### src/rtl/trace_flush_arbiter_if.sv
// Requester-side and engine-side bundles for the trace flush arbiter.
// The arbiter is the slave of the requester bundle and the master of the engine bundle.
interface tfa_req_if #(
   parameter int NumReq          = 4,
   parameter int BufferAddrWidth = 10
);
   logic [NumReq-1:0]                 req_valid;
   logic [NumReq-1:0]                 req_ready;
   logic [NumReq*BufferAddrWidth-1:0] req_ptr;
   logic [NumReq*BufferAddrWidth-1:0] req_size;
   logic [NumReq-1:0]                 cmpl_valid;
   logic                              cmpl_err;
   logic [NumReq-1:0]                 wrapped;
   logic [NumReq-1:0]                 wrapped_clr;
   logic                              busy;

   modport master (
      output req_valid, req_ptr, req_size, wrapped_clr,
      input  req_ready, cmpl_valid, cmpl_err, wrapped, busy
   );
   modport slave (
      input  req_valid, req_ptr, req_size, wrapped_clr,
      output req_ready, cmpl_valid, cmpl_err, wrapped, busy
   );
endinterface

interface tfa_eng_if #(
   parameter int BufferAddrWidth = 10,
   parameter int AXIAddrWidth    = 64
);
   logic                       eng_start_valid;
   logic                       eng_start_ready;
   logic [BufferAddrWidth-1:0] eng_data_ptr;
   logic [BufferAddrWidth-1:0] eng_data_size;
   logic [AXIAddrWidth-1:0]    eng_axi_offset;
   logic                       eng_done_valid;
   logic                       eng_done_ready;

   modport master (
      output eng_start_valid, eng_data_ptr, eng_data_size, eng_axi_offset, eng_done_ready,
      input  eng_start_ready, eng_done_valid
   );
   modport slave (
      input  eng_start_valid, eng_data_ptr, eng_data_size, eng_axi_offset, eng_done_ready,
      output eng_start_ready, eng_done_valid
   );
endinterface

### src/rtl/trace_flush_arbiter.sv
// Round-robin flush scheduler: one burst engine shared by NumReq trace buffers, each with a host ring region.
// Accept->start 1 cycle, done->completion 1 cycle; no new grant until the current flush completes.
module trace_flush_arbiter #(
   parameter int                      NumReq          = 4,
   parameter int                      BufferAddrWidth = 10,
   parameter int                      AXIAddrWidth    = 64,
   parameter int                      AXIDataWidth    = 32,
   parameter logic [AXIAddrWidth-1:0] BaseAddr        = '0,
   parameter int                      RegionWords     = 4096
) (
   input  logic      clk,
   input  logic      reset,
   tfa_req_if.slave  req_if,
   tfa_eng_if.master eng_if
);
   localparam int Bpw  = AXIDataWidth / 8;
   localparam int IdW  = $clog2(NumReq);
   localparam int PtrW = $clog2(RegionWords) + 1;
   localparam int Baw  = BufferAddrWidth;
   localparam int CmpW = ((Baw > PtrW) ? Baw : PtrW) + 1;

   typedef enum logic [1:0] {IDLE, ISSUE, WAIT, CMPL} state_e;

   state_e                  state_q;
   logic [IdW-1:0]          id_q;
   logic [IdW-1:0]          last_grant_q;
   logic [PtrW-1:0]         start_q;
   logic [Baw-1:0]          ptr_q;
   logic [Baw-1:0]          size_q;
   logic                    err_q;
   logic [AXIAddrWidth-1:0] offset_q;
   logic [PtrW-1:0]         wr_ptr_q [NumReq];
   logic [NumReq-1:0]       wrapped_q;
   logic [NumReq-1:0]       cmpl_valid_q;
   logic                    cmpl_err_q;
   logic                    start_valid_q;
   logic                    done_ready_q;
   logic                    busy_q;

   logic                    gnt_vld;
   logic [IdW-1:0]          gnt_id;
   logic [IdW-1:0]          cand;
   logic [NumReq-1:0]       gnt_oh;
   logic                    accept;
   logic [Baw-1:0]          sel_ptr;
   logic [Baw-1:0]          sel_size;
   logic [PtrW-1:0]         sel_wp;
   logic [PtrW-1:0]         start_d;
   logic                    err_d;
   logic                    wrap_d;
   logic [AXIAddrWidth-1:0] offset_d;
   logic [NumReq-1:0]       wrapped_set;

   // Search begins one past the last completed grant so every requester gets a turn.
   always_comb begin
      gnt_vld = 1'b0;
      gnt_id  = '0;
      cand    = '0;
      for (int k = 1; k <= NumReq; k++) begin
         cand = IdW'((int'(last_grant_q) + k) % NumReq);
         if (!gnt_vld && req_if.req_valid[cand]) begin
            gnt_vld = 1'b1;
            gnt_id  = cand;
         end
      end
      gnt_oh = NumReq'(1) << gnt_id;
      accept = (state_q == IDLE) && gnt_vld;
   end

   always_comb begin
      sel_ptr  = req_if.req_ptr[int'(gnt_id)*Baw +: Baw];
      sel_size = req_if.req_size[int'(gnt_id)*Baw +: Baw];
      sel_wp   = wr_ptr_q[gnt_id];
      err_d    = (sel_size == '0) || (CmpW'(sel_size) > CmpW'(RegionWords));
      // A flush that would cross the region end restarts at the region base instead of splitting.
      wrap_d   = !err_d && ((CmpW'(sel_wp) + CmpW'(sel_size)) > CmpW'(RegionWords));
      start_d  = wrap_d ? '0 : sel_wp;
      offset_d = BaseAddr + (AXIAddrWidth'(gnt_id) * AXIAddrWidth'(RegionWords)
                             + AXIAddrWidth'(start_d)) * AXIAddrWidth'(Bpw);
      wrapped_set = (accept && wrap_d) ? gnt_oh : '0;
   end

   always_ff @(posedge clk) begin
      if (reset) begin
         state_q       <= IDLE;
         id_q          <= '0;
         last_grant_q  <= IdW'(NumReq - 1);
         start_q       <= '0;
         ptr_q         <= '0;
         size_q        <= '0;
         err_q         <= 1'b0;
         offset_q      <= '0;
         wrapped_q     <= '0;
         cmpl_valid_q  <= '0;
         cmpl_err_q    <= 1'b0;
         start_valid_q <= 1'b0;
         done_ready_q  <= 1'b0;
         busy_q        <= 1'b0;
         for (int i = 0; i < NumReq; i++) begin
            wr_ptr_q[i] <= '0;
         end
      end else begin
         // Set has priority over a same-cycle clear.
         wrapped_q    <= (wrapped_q & ~req_if.wrapped_clr) | wrapped_set;
         cmpl_valid_q <= '0;
         cmpl_err_q   <= 1'b0;
         unique case (state_q)
            IDLE: begin
               if (accept) begin
                  id_q     <= gnt_id;
                  ptr_q    <= sel_ptr;
                  size_q   <= sel_size;
                  start_q  <= start_d;
                  err_q    <= err_d;
                  offset_q <= offset_d;
                  busy_q   <= 1'b1;
                  if (err_d) begin
                     state_q      <= CMPL;
                     cmpl_valid_q <= gnt_oh;
                     cmpl_err_q   <= 1'b1;
                  end else begin
                     state_q       <= ISSUE;
                     start_valid_q <= 1'b1;
                  end
               end
            end
            ISSUE: begin
               if (start_valid_q && eng_if.eng_start_ready) begin
                  start_valid_q <= 1'b0;
                  done_ready_q  <= 1'b1;
                  state_q       <= WAIT;
               end
            end
            WAIT: begin
               if (done_ready_q && eng_if.eng_done_valid) begin
                  done_ready_q <= 1'b0;
                  cmpl_valid_q <= NumReq'(1) << id_q;
                  cmpl_err_q   <= err_q;
                  state_q      <= CMPL;
               end
            end
            CMPL: begin
               if (!err_q) begin
                  wr_ptr_q[id_q] <= start_q + PtrW'(size_q);
               end
               last_grant_q <= id_q;
               busy_q       <= 1'b0;
               state_q      <= IDLE;
            end
            default: state_q <= IDLE;
         endcase
      end
   end

   assign req_if.req_ready      = accept ? gnt_oh : '0;
   assign req_if.cmpl_valid     = cmpl_valid_q;
   assign req_if.cmpl_err       = cmpl_err_q;
   assign req_if.wrapped        = wrapped_q;
   assign req_if.busy           = busy_q;
   assign eng_if.eng_start_valid = start_valid_q;
   assign eng_if.eng_data_ptr    = ptr_q;
   assign eng_if.eng_data_size   = size_q;
   assign eng_if.eng_axi_offset  = offset_q;
   assign eng_if.eng_done_ready  = done_ready_q;

endmodule

### src/flat_wrapper.sv
// flat-port wrapper written by rule: the top's interface ports become plain ports
module trace_flush_arbiter_flat 
#(
   parameter int                      NumReq          = 4,
   parameter int                      BufferAddrWidth = 10,
   parameter int                      AXIAddrWidth    = 64,
   parameter int                      AXIDataWidth    = 32,
   parameter logic [AXIAddrWidth-1:0] BaseAddr        = '0,
   parameter int                      RegionWords     = 4096
)
  (clk, reset, req_if_req_valid, req_if_req_ptr, req_if_req_size, req_if_wrapped_clr, req_if_req_ready, req_if_cmpl_valid, req_if_cmpl_err, req_if_wrapped, req_if_busy, eng_if_eng_start_valid, eng_if_eng_data_ptr, eng_if_eng_data_size, eng_if_eng_axi_offset, eng_if_eng_done_ready, eng_if_eng_start_ready, eng_if_eng_done_valid);
  tfa_req_if #(.NumReq(NumReq), .BufferAddrWidth(BufferAddrWidth)) req_if_i ();
  tfa_eng_if #(.BufferAddrWidth(BufferAddrWidth), .AXIAddrWidth(AXIAddrWidth)) eng_if_i ();
  input  logic clk;
  input  logic reset;
  input wire logic [$bits(req_if_i.req_valid)-1:0] req_if_req_valid;
  input wire logic [$bits(req_if_i.req_ptr)-1:0] req_if_req_ptr;
  input wire logic [$bits(req_if_i.req_size)-1:0] req_if_req_size;
  input wire logic [$bits(req_if_i.wrapped_clr)-1:0] req_if_wrapped_clr;
  output wire logic [$bits(req_if_i.req_ready)-1:0] req_if_req_ready;
  output wire logic [$bits(req_if_i.cmpl_valid)-1:0] req_if_cmpl_valid;
  output wire logic [$bits(req_if_i.cmpl_err)-1:0] req_if_cmpl_err;
  output wire logic [$bits(req_if_i.wrapped)-1:0] req_if_wrapped;
  output wire logic [$bits(req_if_i.busy)-1:0] req_if_busy;
  output wire logic [$bits(eng_if_i.eng_start_valid)-1:0] eng_if_eng_start_valid;
  output wire logic [$bits(eng_if_i.eng_data_ptr)-1:0] eng_if_eng_data_ptr;
  output wire logic [$bits(eng_if_i.eng_data_size)-1:0] eng_if_eng_data_size;
  output wire logic [$bits(eng_if_i.eng_axi_offset)-1:0] eng_if_eng_axi_offset;
  output wire logic [$bits(eng_if_i.eng_done_ready)-1:0] eng_if_eng_done_ready;
  input wire logic [$bits(eng_if_i.eng_start_ready)-1:0] eng_if_eng_start_ready;
  input wire logic [$bits(eng_if_i.eng_done_valid)-1:0] eng_if_eng_done_valid;
  assign req_if_i.req_valid = req_if_req_valid;
  assign req_if_i.req_ptr = req_if_req_ptr;
  assign req_if_i.req_size = req_if_req_size;
  assign req_if_i.wrapped_clr = req_if_wrapped_clr;
  assign req_if_req_ready = req_if_i.req_ready;
  assign req_if_cmpl_valid = req_if_i.cmpl_valid;
  assign req_if_cmpl_err = req_if_i.cmpl_err;
  assign req_if_wrapped = req_if_i.wrapped;
  assign req_if_busy = req_if_i.busy;
  assign eng_if_eng_start_valid = eng_if_i.eng_start_valid;
  assign eng_if_eng_data_ptr = eng_if_i.eng_data_ptr;
  assign eng_if_eng_data_size = eng_if_i.eng_data_size;
  assign eng_if_eng_axi_offset = eng_if_i.eng_axi_offset;
  assign eng_if_eng_done_ready = eng_if_i.eng_done_ready;
  assign eng_if_i.eng_start_ready = eng_if_eng_start_ready;
  assign eng_if_i.eng_done_valid = eng_if_eng_done_valid;
  trace_flush_arbiter #(.NumReq(NumReq), .BufferAddrWidth(BufferAddrWidth), .AXIAddrWidth(AXIAddrWidth), .AXIDataWidth(AXIDataWidth), .BaseAddr(BaseAddr), .RegionWords(RegionWords)) u_core (.clk(clk), .reset(reset), .req_if(req_if_i), .eng_if(eng_if_i));
endmodule
### config.mk
export PLATFORM = sky130hd
export DESIGN_NAME = trace_flush_arbiter_flat
export DESIGN_NICKNAME = d
export VERILOG_FILES = /design/src/rtl/trace_flush_arbiter_if.sv /design/src/rtl/trace_flush_arbiter.sv /design/src/flat_wrapper.sv
export SDC_FILE = /design/constraint.sdc
export NUM_CORES = 1
export LEC_CHECK = 0
export ABC_AREA = 1
export CAP_MARGIN = 0
export CELL_PAD_IN_SITES_DETAIL_PLACEMENT = 0
export CELL_PAD_IN_SITES_GLOBAL_PLACEMENT = 2
export CORE_ASPECT_RATIO = 0.9
export CORE_MARGIN = 8
export CORE_UTILIZATION = 29
export DETAILED_ROUTE_END_ITERATION = 12
export PLACE_DENSITY_LB_ADDON = 0.1
export SLEW_MARGIN = 10
export SYNTH_ARGS = -nofsm -noshare
export SYNTH_HDL_FRONTEND = slang
export SYNTH_SLANG_ARGS = --single-unit
### constraint.sdc
create_clock -name clk -period 7.3 [get_ports clk]
set_input_delay 1.46 -clock clk [delete_from_list [all_inputs] [get_ports clk]]
set_output_delay 1.46 -clock clk [all_outputs]
set_load 0.05 [all_outputs]
==> flow_metrics.tcl <==
set metrics [dict create \
    status "complete, no violations" \
    drive_above_1_share 0.0533 \
    syn_area_mm2 0.00672 \
    min_period_ns 6.06 \
    die_y_um 160 \
    whs_path_depth 2 \
    cts-root-buf "clkbuf_16" \
    yosysUniqueCellTypes 44 \
    ys_warn_count 0 \
    fmax_mhz 165 \
    vias_per_cell 4.53 \
    first_pass_iters 5 \
    cts_resized 0 \
    initial_core_util 0.291 \
    synth_ff_type "dfxtp_1" \
    num_antenna_cells 0 \
    tritoncts "yes" \
    critPathCaptureType "register" \
    port_buffers 142 \
    slowest_delay_ns 0.48 \
    power_leakage_nw 3.67 \
    grt_pass1_vias 6082 \
    clkTransAtPathRegs_ns 0.07 \
    antenna_found_initial 1 \
    wire_per_inst_um 17.5 \
    async_reset_ff_frac 0 \
    finish.net_count 1147 \
    clkSinkCount 107 \
    drtIter0Drc 328 \
    maxSlewViolCount 0 \
    cpMostUsedCell "nand2_1" \
    cp_slowest_cell "clkdlybuf4s50_1" \
    cts_max_level 3 \
    vias 6042 \
    fin_skew_ns 0.00846 \
    fp-row-count 53 \
    r2r-start "u_core.last_grant_q[0]" \
    finish.utilization 0.369 \
    worstHoldStart "u_core.req_if.wrapped[0]" \
    crit_path_start_kind "input port" \
    worstRegToRegCells 37 \
    synth_seq_area_share 0.396 \
    cp-startpoint "req_if_req_valid[0]" \
    core_area_mm2 0.0231 \
    gp_congestion 0.805 \
    total_power_mw 4.24 \
    avgSynthCellArea_um2 7.44 \
    synth_edf_count 52 \
    worstReg2RegEnd "u_core.eng_if.eng_axi_offset[15]" \
    grt_pass1_wl_mm 35.7 \
    dieWidth_um 176 \
    ys_seq_elements 107 \
    drcViolationCount 0 \
    cp.arrival_ns 6.30 \
    hpwlAfterDp_mm 18.0 \
    maxCapViolCount 0 \
    syn_inst 903 \
    regToRegSetupSlack_ns 2.24 \
    rsz0062_at_grt "false" \
    grt_usage 0.163 \
    post_cts_buffers 0 \
    crit_type "in2reg" \
    clockBufferDepth 2 \
    fin_tns_setup_ns 0 \
    holdCritPathClass "reg2reg" \
    postCtsHoldBufs 0 \
    slew_headroom 0.479 \
    dieArea_mm2 0.0283 \
    numCtsBuffers 9 \
    irDropWorstVdd_mv 0.245 \
    tightest_slew_ns 0.779 \
    top_level_ports 192 \
    hold_viol 0 \
    postRouteAntennaNets 0 \
    worstSkewPairLatency_ns 0.35 \
    synthToLayoutAreaGrowth_pct 26.7 \
    finalSetupViolations 0 \
    routed_wl_mm 23.4 \
    grt_max_degree 45 \
    timing.final.crit_share 0.831 \
    crit_required_ns 7.54 \
    crit_path_max_fanout 12 \
    overflow 0 \
    holdPathEnd "u_core.req_if.wrapped[0]" \
    powerDensity_mw_per_mm2 499 \
]
worst max-delay path by stage:
stage | slack (ns) | cells past startpoint | to
final | 1.24 | 34 | u_core.eng_if.eng_axi_offset[15]
after global routing | 0.70 | 36 | u_core.eng_if.eng_axi_offset[15]
after CTS | 1.21 | 34 | u_core.eng_if.eng_axi_offset[15]
after detailed placement | 0.84 | 34 | u_core.eng_if.eng_axi_offset[15]
after global placement | 0.89 | 34 | u_core.eng_if.eng_axi_offset[15]
after floorplan | 2.02 | 32 | u_core.eng_if.eng_axi_offset[15]
cells in the final DEF, fill, tap and decap left out, types with 6 or more instances in the layout:
cell / count
nor3_1: 6
nand3_1: 42
dfxtp_1: 55
o22ai_1: 10
o21a_1: 8
nand4_1: 9
a21oi_1: 43
buf_4: 17
o211ai_1: 7
nand2_1: 195
edfxtp_1: 52
inv_2: 6
o21ai_0: 28
nor2_1: 146
a22oi_1: 29
clkbuf_16: 9
nand2_2: 10
clkdlybuf4s50_1: 140
ha_1: 26
a31oi_1: 10
inv_1: 92
conb_1: 49
worst max-delay path: cells and delay by family:
family / cells / cell delay (ns)
simple gates: 22 / 2.05
compound gates: 5 / 1.04
buf+inv: 4 / 0.92
fa+ha+maj: 3 / 0.79
sequential cells by signal, summed over array words and instances (netlist names):
| register | cells |
|---|---|
| u_core.wr_ptr_q | 52 |
| u_core.start_q | 13 |
| u_core.eng_if.eng_data_ptr | 10 |
| u_core.eng_if.eng_data_size | 10 |
| u_core.req_if.cmpl_valid | 4 |
| u_core.req_if.wrapped | 4 |
| u_core.eng_if.eng_axi_offset | 3 |
| u_core.id_q | 2 |
| u_core.last_grant_q | 2 |
| u_core.state_q | 2 |
| u_core.eng_if.eng_done_ready | 1 |
| u_core.eng_if.eng_start_valid | 1 |
| u_core.err_q | 1 |
| u_core.req_if.busy | 1 |
| u_core.req_if.cmpl_err | 1 |
report_power, final:
group          internal, mW  switching [mW]  total [mW]
logic                 0.939            2.00        2.94
clock network         0.265           0.223       0.488
registers             0.738          0.0802       0.819
cells by family (layout without fill, tap and decap cells):
kind of cell | Yosys count | in the layout | synth area share
compound gates | 146 | 146 | 0.135
buf+inv | 192 | 273 | 0.145
flops | 107 | 107 | 0.396
xor+xnor | 5 | 5 | 0.00652
simple gates | 424 | 424 | 0.262
other cells | 1 | 49 | 0.000558
fa+ha+maj | 28 | 28 | 0.0544
synthesized netlist by cell type, types with 4 or more instances:
cell type  instances  area (µm²)
inv_1             92         345
nand2_2           10        62.6
nand2_1          195         732
o21ai_0           28         140
o22ai_1           10        62.6
buf_4             62         465
dfxtp_1           55        1100
a22oi_1           29         218
nor3_1             6        30.0
nand4_1            9        56.3
edfxtp_1          52        1560
buf_2              5        25.0
a21oi_1           43         215
o211ai_1           7        52.6
inv_2              6        22.5
buf_1              6        22.5
nand3_1           42         210
clkbuf_1          18        67.6
nor2_1           146         548
a221oi_1           4        35.0
a31oi_1           10        62.6
ha_1              26         325
o21a_1             8        60.1
per-stage QoR:
stage          hold slack, ns  setup slack [ns]  cell area [µm²]  std cells
6_report                0.471              1.24             8510       1334
5_1_grt                 0.503             0.704             8510       1334
3_3_place_gp            0.464             0.886             8220       1318
3_5_place_dp            0.465             0.842             8220       1318
4_1_cts                 0.476              1.21             8510       1334
2_1_floorplan           0.457              2.02             6900        951
final cells by class:
cell class / instances / area (µm²)
fillers: 2451 / 14600
multi-input cells: 652 / 3260
flip-flops and latches: 107 / 2660
repair buffers: 158 / 1550
well taps: 302 / 378
inverters: 99 / 372
clock buffers: 11 / 233
clock inverters: 5 / 53.8
per-layer routing:
metal | routed length, µm | up-vias | GRT usage | share of wire
met3 | 1200 | 14 | 0.0188 | 0.051
li1 | - | 3114 | - | -
met5 | 0 | - | 0 | 0
met1 | 11400 | 2747 | 0.230 | 0.49
met2 | 10400 | 167 | 0.259 | 0.45
met4 | 295 | 0 | 0.0447 | 0.013
Note: power is estimated with default switching activity, not from simulation.
